**src/rtl/pmod_cls_pkg.sv**
```systemverilog
// Shared types and constants for the PMOD CLS command sequencer.
// Defining PMOD_CLS_DISPLAY_SETUP_EN adds the post-reset display setup state.
package pmod_cls_pkg;

`ifdef PMOD_CLS_DISPLAY_SETUP_EN
  typedef enum logic [1:0] {
    ST_IDLE  = 2'd0,
    ST_SEND  = 2'd1,
    ST_SETUP = 2'd2
  } t_cls_seq_state;
`else
  typedef enum logic [1:0] {
    ST_IDLE = 2'd0,
    ST_SEND = 2'd1
  } t_cls_seq_state;
`endif

  typedef enum logic [1:0] {
    CMD_CLEAR = 2'd0,
    CMD_LINE1 = 2'd1,
    CMD_LINE2 = 2'd2,
    CMD_SETUP = 2'd3
  } t_cls_cmd;

  localparam logic [7:0] ESC_BYTE      = 8'h1B;
  localparam logic [7:0] LBRACKET_BYTE = 8'h5B;
  localparam logic [7:0] SPACE_BYTE    = 8'h20;
  localparam logic [7:0] PRINT_MIN     = 8'h20;
  localparam logic [7:0] PRINT_MAX     = 8'h7E;

  localparam logic [4:0] LEN_CLEAR = 5'd3;
  localparam logic [4:0] LEN_LINE  = 5'd22;
  localparam logic [4:0] LEN_SETUP = 5'd8;

  function automatic logic [4:0] last_index(input t_cls_cmd cmd);
    case (cmd)
      CMD_CLEAR: return LEN_CLEAR - 5'd1;
      CMD_SETUP: return LEN_SETUP - 5'd1;
      default:   return LEN_LINE - 5'd1;
    endcase
  endfunction

endpackage

```
**src/rtl/pmod_cls_cmd_sequencer_byte_select.sv**
```systemverilog
// Combinational map from (command, byte index, latched text) to the outgoing
// escape-sequence byte; non-printable text characters become spaces.
module pmod_cls_byte_select
  import pmod_cls_pkg::*;
(
  input  logic [1:0]   cmd,
  input  logic [4:0]   index,
  input  logic [127:0] text,
  output logic [7:0]   tx_byte
);

  t_cls_cmd   cmd_e;
  logic [3:0] char_pos;
  logic [7:0] raw_char;
  logic [7:0] clean_char;

  assign cmd_e = t_cls_cmd'(cmd);

  // Text occupies indices 6..21, so the low nibble of (index - 6) is the char slot.
  assign char_pos   = index[3:0] - 4'd6;
  assign raw_char   = text[{~char_pos, 3'b000} +: 8];
  assign clean_char = (raw_char < PRINT_MIN || raw_char > PRINT_MAX) ? SPACE_BYTE : raw_char;

  always_comb begin
    // NOTE: default first so every path assigns tx_byte and no latch is inferred.
    tx_byte = 8'h00;
    case (cmd_e)
      CMD_CLEAR: begin
        case (index)
          5'd0:    tx_byte = ESC_BYTE;
          5'd1:    tx_byte = LBRACKET_BYTE;
          5'd2:    tx_byte = 8'h6A;
          default: tx_byte = 8'h00;
        endcase
      end
      CMD_LINE1, CMD_LINE2: begin
        case (index)
          5'd0:    tx_byte = ESC_BYTE;
          5'd1:    tx_byte = LBRACKET_BYTE;
          5'd2:    tx_byte = (cmd_e == CMD_LINE1) ? 8'h30 : 8'h31;
          5'd3:    tx_byte = 8'h3B;
          5'd4:    tx_byte = 8'h30;
          5'd5:    tx_byte = 8'h48;
          default: tx_byte = clean_char;
        endcase
      end
      CMD_SETUP: begin
        case (index[2:0])
          3'd0:    tx_byte = ESC_BYTE;
          3'd1:    tx_byte = LBRACKET_BYTE;
          3'd2:    tx_byte = 8'h30;
          3'd3:    tx_byte = 8'h63;
          3'd4:    tx_byte = ESC_BYTE;
          3'd5:    tx_byte = LBRACKET_BYTE;
          3'd6:    tx_byte = 8'h30;
          default: tx_byte = 8'h68;
        endcase
      end
      default: tx_byte = 8'h00;
    endcase
  end

endmodule

```
**src/rtl/pmod_cls_cmd_sequencer.sv**
```systemverilog
// Turns clear / line1 / line2 requests into PMOD CLS escape byte streams on a
// valid/ready byte port. Optional macro: PMOD_CLS_DISPLAY_SETUP_EN.
module pmod_cls_cmd_sequencer
  import pmod_cls_pkg::*;
#(
  parameter int parm_fast_simulation = 0
) (
  input  logic         i_clk_20mhz,
  input  logic         i_rst_20mhz,
  input  logic         i_ce_2_5mhz,
  input  logic         i_lcd_wr_clear_display,
  input  logic         i_lcd_wr_text_line1,
  input  logic         i_lcd_wr_text_line2,
  input  logic [127:0] i_dat_ascii_line1,
  input  logic [127:0] i_dat_ascii_line2,
  output logic         o_lcd_command_ready,
  output logic [7:0]   o_tx_data,
  output logic         o_tx_valid,
  input  logic         i_tx_ready
);

`ifdef PMOD_CLS_DISPLAY_SETUP_EN
  localparam t_cls_seq_state STATE_AT_RESET = ST_SETUP;
  localparam t_cls_cmd       CMD_AT_RESET   = CMD_SETUP;
`else
  localparam t_cls_seq_state STATE_AT_RESET = ST_IDLE;
  localparam t_cls_cmd       CMD_AT_RESET   = CMD_CLEAR;
`endif

  t_cls_seq_state state, state_next;
  t_cls_cmd       cmd, cmd_next;
  logic [4:0]     index, index_next;
  logic [127:0]   text;
  logic           accept;
  logic           transfer;
  logic [7:0]     sel_byte;

  // Behaviour is identical for fast and normal simulation builds.
  if (parm_fast_simulation != 0) begin : g_fast_sim
  end

  always_ff @(posedge i_clk_20mhz) begin
    if (i_rst_20mhz) begin
      state <= STATE_AT_RESET;
      cmd   <= CMD_AT_RESET;
      index <= 5'd0;
    end else if (i_ce_2_5mhz) begin
      state <= state_next;
      cmd   <= cmd_next;
      index <= index_next;
    end
  end

  // NOTE: text is only read after an accept has loaded it, so it carries no reset.
  always_ff @(posedge i_clk_20mhz) begin
    if (i_ce_2_5mhz && accept) begin
      text <= i_lcd_wr_text_line1 ? i_dat_ascii_line1 : i_dat_ascii_line2;
    end
  end

  always_comb begin
    state_next = state;
    cmd_next   = cmd;
    index_next = index;
    accept     = 1'b0;
    transfer   = (state != ST_IDLE) && i_tx_ready;
    case (state)
      ST_IDLE: begin
        if (i_lcd_wr_clear_display || i_lcd_wr_text_line1 || i_lcd_wr_text_line2) begin
          accept     = 1'b1;
          state_next = ST_SEND;
          index_next = 5'd0;
          if (i_lcd_wr_clear_display)   cmd_next = CMD_CLEAR;
          else if (i_lcd_wr_text_line1) cmd_next = CMD_LINE1;
          else                          cmd_next = CMD_LINE2;
        end
      end
      // Sending and setup share the same byte-stepping behaviour.
      default: begin
        if (transfer) begin
          if (index == last_index(cmd)) begin
            state_next = ST_IDLE;
            index_next = 5'd0;
          end else begin
            index_next = index + 5'd1;
          end
        end
      end
    endcase
  end

  pmod_cls_byte_select u_byte_select (
    .cmd     (cmd),
    .index   (index),
    .text    (text),
    .tx_byte (sel_byte)
  );

  assign o_tx_valid          = (state != ST_IDLE);
  assign o_tx_data           = o_tx_valid ? sel_byte : 8'h00;
  assign o_lcd_command_ready = (state == ST_IDLE);

endmodule

```
**config.mk**
```make
export PLATFORM = sky130hd
export DESIGN_NAME = pmod_cls_cmd_sequencer
export DESIGN_NICKNAME = d
export VERILOG_FILES = /design/src/rtl/pmod_cls_pkg.sv /design/src/rtl/pmod_cls_cmd_sequencer_byte_select.sv /design/src/rtl/pmod_cls_cmd_sequencer.sv
export SDC_FILE = /design/constraint.sdc
export NUM_CORES = 1
export LEC_CHECK = 0
export CORE_MARGIN = 2
export CORE_UTILIZATION = 40
export CTS_CLUSTER_SIZE = 20
export DETAILED_ROUTE_END_ITERATION = 6
export MAX_ROUTING_LAYER = met4
export PLACE_DENSITY = 0.78
export SYNTH_ARGS = -nofsm -noshare
export SYNTH_HDL_FRONTEND = slang
export SYNTH_SLANG_ARGS = --single-unit
```
**constraint.sdc**
```tcl
create_clock -name i_clk_20mhz -period 12.5 [get_ports i_clk_20mhz]
set_input_delay 3.75 -clock i_clk_20mhz [delete_from_list [all_inputs] [get_ports i_clk_20mhz]]
set_output_delay 3.75 -clock i_clk_20mhz [all_outputs]
set_load 0.005 [all_outputs]
```
==> results.toml <==
[finish]
drive_above_1_share_pct = 26.9
synthToLayoutAreaGrowth_pct = 47.0
antenna_cells = 0
final_cells = 995
fin_nets = 1028

[logic_synthesis]
synth_largest_area_cell = "edfxtp_1"
avgSynthCellArea_um2 = 15.0
yosysMostFrequentCell = "mux2_2"
async_flop_share_pct = 0
yosysTopAreaCellShare_pct = 52.0
ys_types = 51
ys_ff_latch = 136
synthesis.nets = 769
syn-instance-count = 494
synth_flop_cell = "edfxtp_1"
syn_area_um2 = 7390
yosys_warnings = 0
synth_commonest_cells = "129 x mux2_2, 128 x edfxtp_1, 31 x mux4_2"
synth_edf_count = 128
synth.area.top_cells = "edfxtp_1 52%, mux2_2 20%, mux4_2 9.5%"
synth.yosys.seq_area_share_pct = 54.2

[floorplan]
die_h_um = 140
die_x_um = 140
start_util_pct = 41.0
rows = 49
io_pins = 273
fp.coreArea_um2 = 18000
dieArea_um2 = 19600

[sta]
skew_ns = 0.00625
slew_headroom_pct = 33.4
hold_viol = 0
period_share_pct = 62.4
fin_setup_tns_ns = 0
report.final.setup_viol = 0
rsz0062_at_grt = "false"
period_minus_slack_ns = 7.80
fmaxAchievable_ghz = 0.128
worst_pin_slew_ns = 1.00
worst_slack_ns = 4.70
slew_violations = 0

[power_and_ir_drop]
p_per_area_nw_per_um2 = 116
sequentialPowerShare_pct = 43.6
internal_power_uw = 984
combPwrFrac_pct = 15.2
sw_frac_of_total_pct = 21.9
clock_power_share_pct = 41.1
power.leakage_nw = 3.71
p_sw_uw = 276
ir_drop_v = 0.0000863

[clock_tree]
ctsHoldBuffers = 0
tritoncts = "built"
cts_root_buffer = "clkbuf_16"
clk_latency_ns = 0.42
post_cts_resized = 0
clk_pin_slew_worst_paths_ns = 0.06
htreeDepth = 4
cts_buffer_depth = 2
cts.sink_count = 136
cts_setup_buffers = 0
cts_buffers = 17

[detailed_routing]
routedWlPerCell_um = 19.5
final_antenna_net_count = 0
routed_wl_um = 19400
drcViolationCount = 0
drt_pass1_iterations = 5
drtIter0Drc = 349
vias = 5219
vias_per_cell = 5.25

[setup_path]
required_ns = 8.75
worstPathArrival_ns = 4.05
start_kind = "flip-flop"
cp_max_fo = 38
end_kind = "output pin"
critical_path_class = "flip-flop to output pin"

[placed_design]
gp_congestion = 0.824
post-place-ws_ns = 5.21
hpwl_um = 14900
portBuffers = 271
dp.cells = 963

[grt]
overflow = 0
use_met3_pct = 3.79
track_usage_pct = 20.8
busiest_layer = "met2"
grt_pass1_wl_um = 29700
grtUsageMet2_pct = 34.9
grtUsageMet1_pct = 25.2
grt_max_degree = 86
grt_pass1_vias = 5514
antenna_found_initial = 0

[outcome]
status = "finished, final reports clean"

[flow_run]
maxCapViolations = 0

[hold_path]
hold_class = "flip-flop to flip-flop"
## final timing paths
check / from / endpoint / slack (ns) / depth (start not counted)
min reg2reg: cmd[1] / cmd[1] / 0.51 / 2
max reg2reg: state[0] / text[72] / 9.60 / 3
min: cmd[1] / cmd[1] / 0.51 / 2
max: index[1] / o_tx_data[5] / 4.70 / 9
## kinds of logic after synthesis
kind of cell    after synthesis  share of synthesized area (%)
compound gates               55                           4.79
xor+xnor                      2                          0.491
fa+ha+maj                    12                           2.03
buf+inv                      44                           2.78
flops                       136                           54.2
mux                         166                           30.1
other cells                   1                         0.0508
simple gates                 78                           5.51
## layout by cell type, fill, tap and decap left out, drive strengths merged, types with 4 or more instances in the layout
cell type and count:
ha 12, clkdlybuf4s50 270, buf 4, nand4 4, mux4 32, nor3 6
dfxtp 8, nor2 11, edfxtp 128, clkbuf 18, nand3 24, nand2 16
o21ai 17, inv 15, a21oi 19, mux2 129, mux2i 5
## worst max-delay path, stage by stage, from the launching register on
cell and delay [ns]:
dfxtp_2 0.96, ha_1 0.53, clkinv_1 0.35, o21a_1 0.28, a22oi_1 0.20, nand2_1 0.15
nand2_1 0.14, o311ai_1 0.17, a221oi_2 0.30, clkdlybuf4s50_1 0.54
## flip-flops by register name, summed over array words and instances (netlist names)
signal and flops:
text 128, index 5, cmd 2, state 1
## metal layers
metal  part of all wire [%]  up-vias
met1                     40     2506
met3                    5.3       27
met5                      0        -
li1                       -     2471
met4                    1.5        0
met2                     53      215
## power groups by stage
stage / clock, mW / combinational (mW) / sequential, mW
floorplan: 0 / 0.0840 / 0.557
global placement: 0 / 0.191 / 0.559
detailed placement: 0 / 0.193 / 0.560
CTS: 0.525 / 0.194 / 0.551
global route: 0.547 / 0.206 / 0.553
finish: 0.519 / 0.192 / 0.550
## cell type report
cell class,count,area [um^2]
Fill cell,1384,7160
Sequential cell,136,4010
Tap cell,229,287
Multi-Input combinational cell,314,3180
Inverter,10,40.0
Clock buffer,18,429
Clock inverter,14,188
Timing Repair Buffer,274,2730
## stage by stage
stage          area (um^2)  total power [mW]  util [%]  hold WS, ns
2_1_floorplan         7390             0.641         -        0.453
3_3_place_gp         10200             0.749      56.8        0.470
3_5_place_dp         10200             0.753      56.8        0.507
4_1_cts              10900              1.27      60.3        0.516
5_1_grt              10900              1.31      60.3        0.533
6_report             10900              1.26      60.3        0.509
Power figures use the tool's default switching activity.
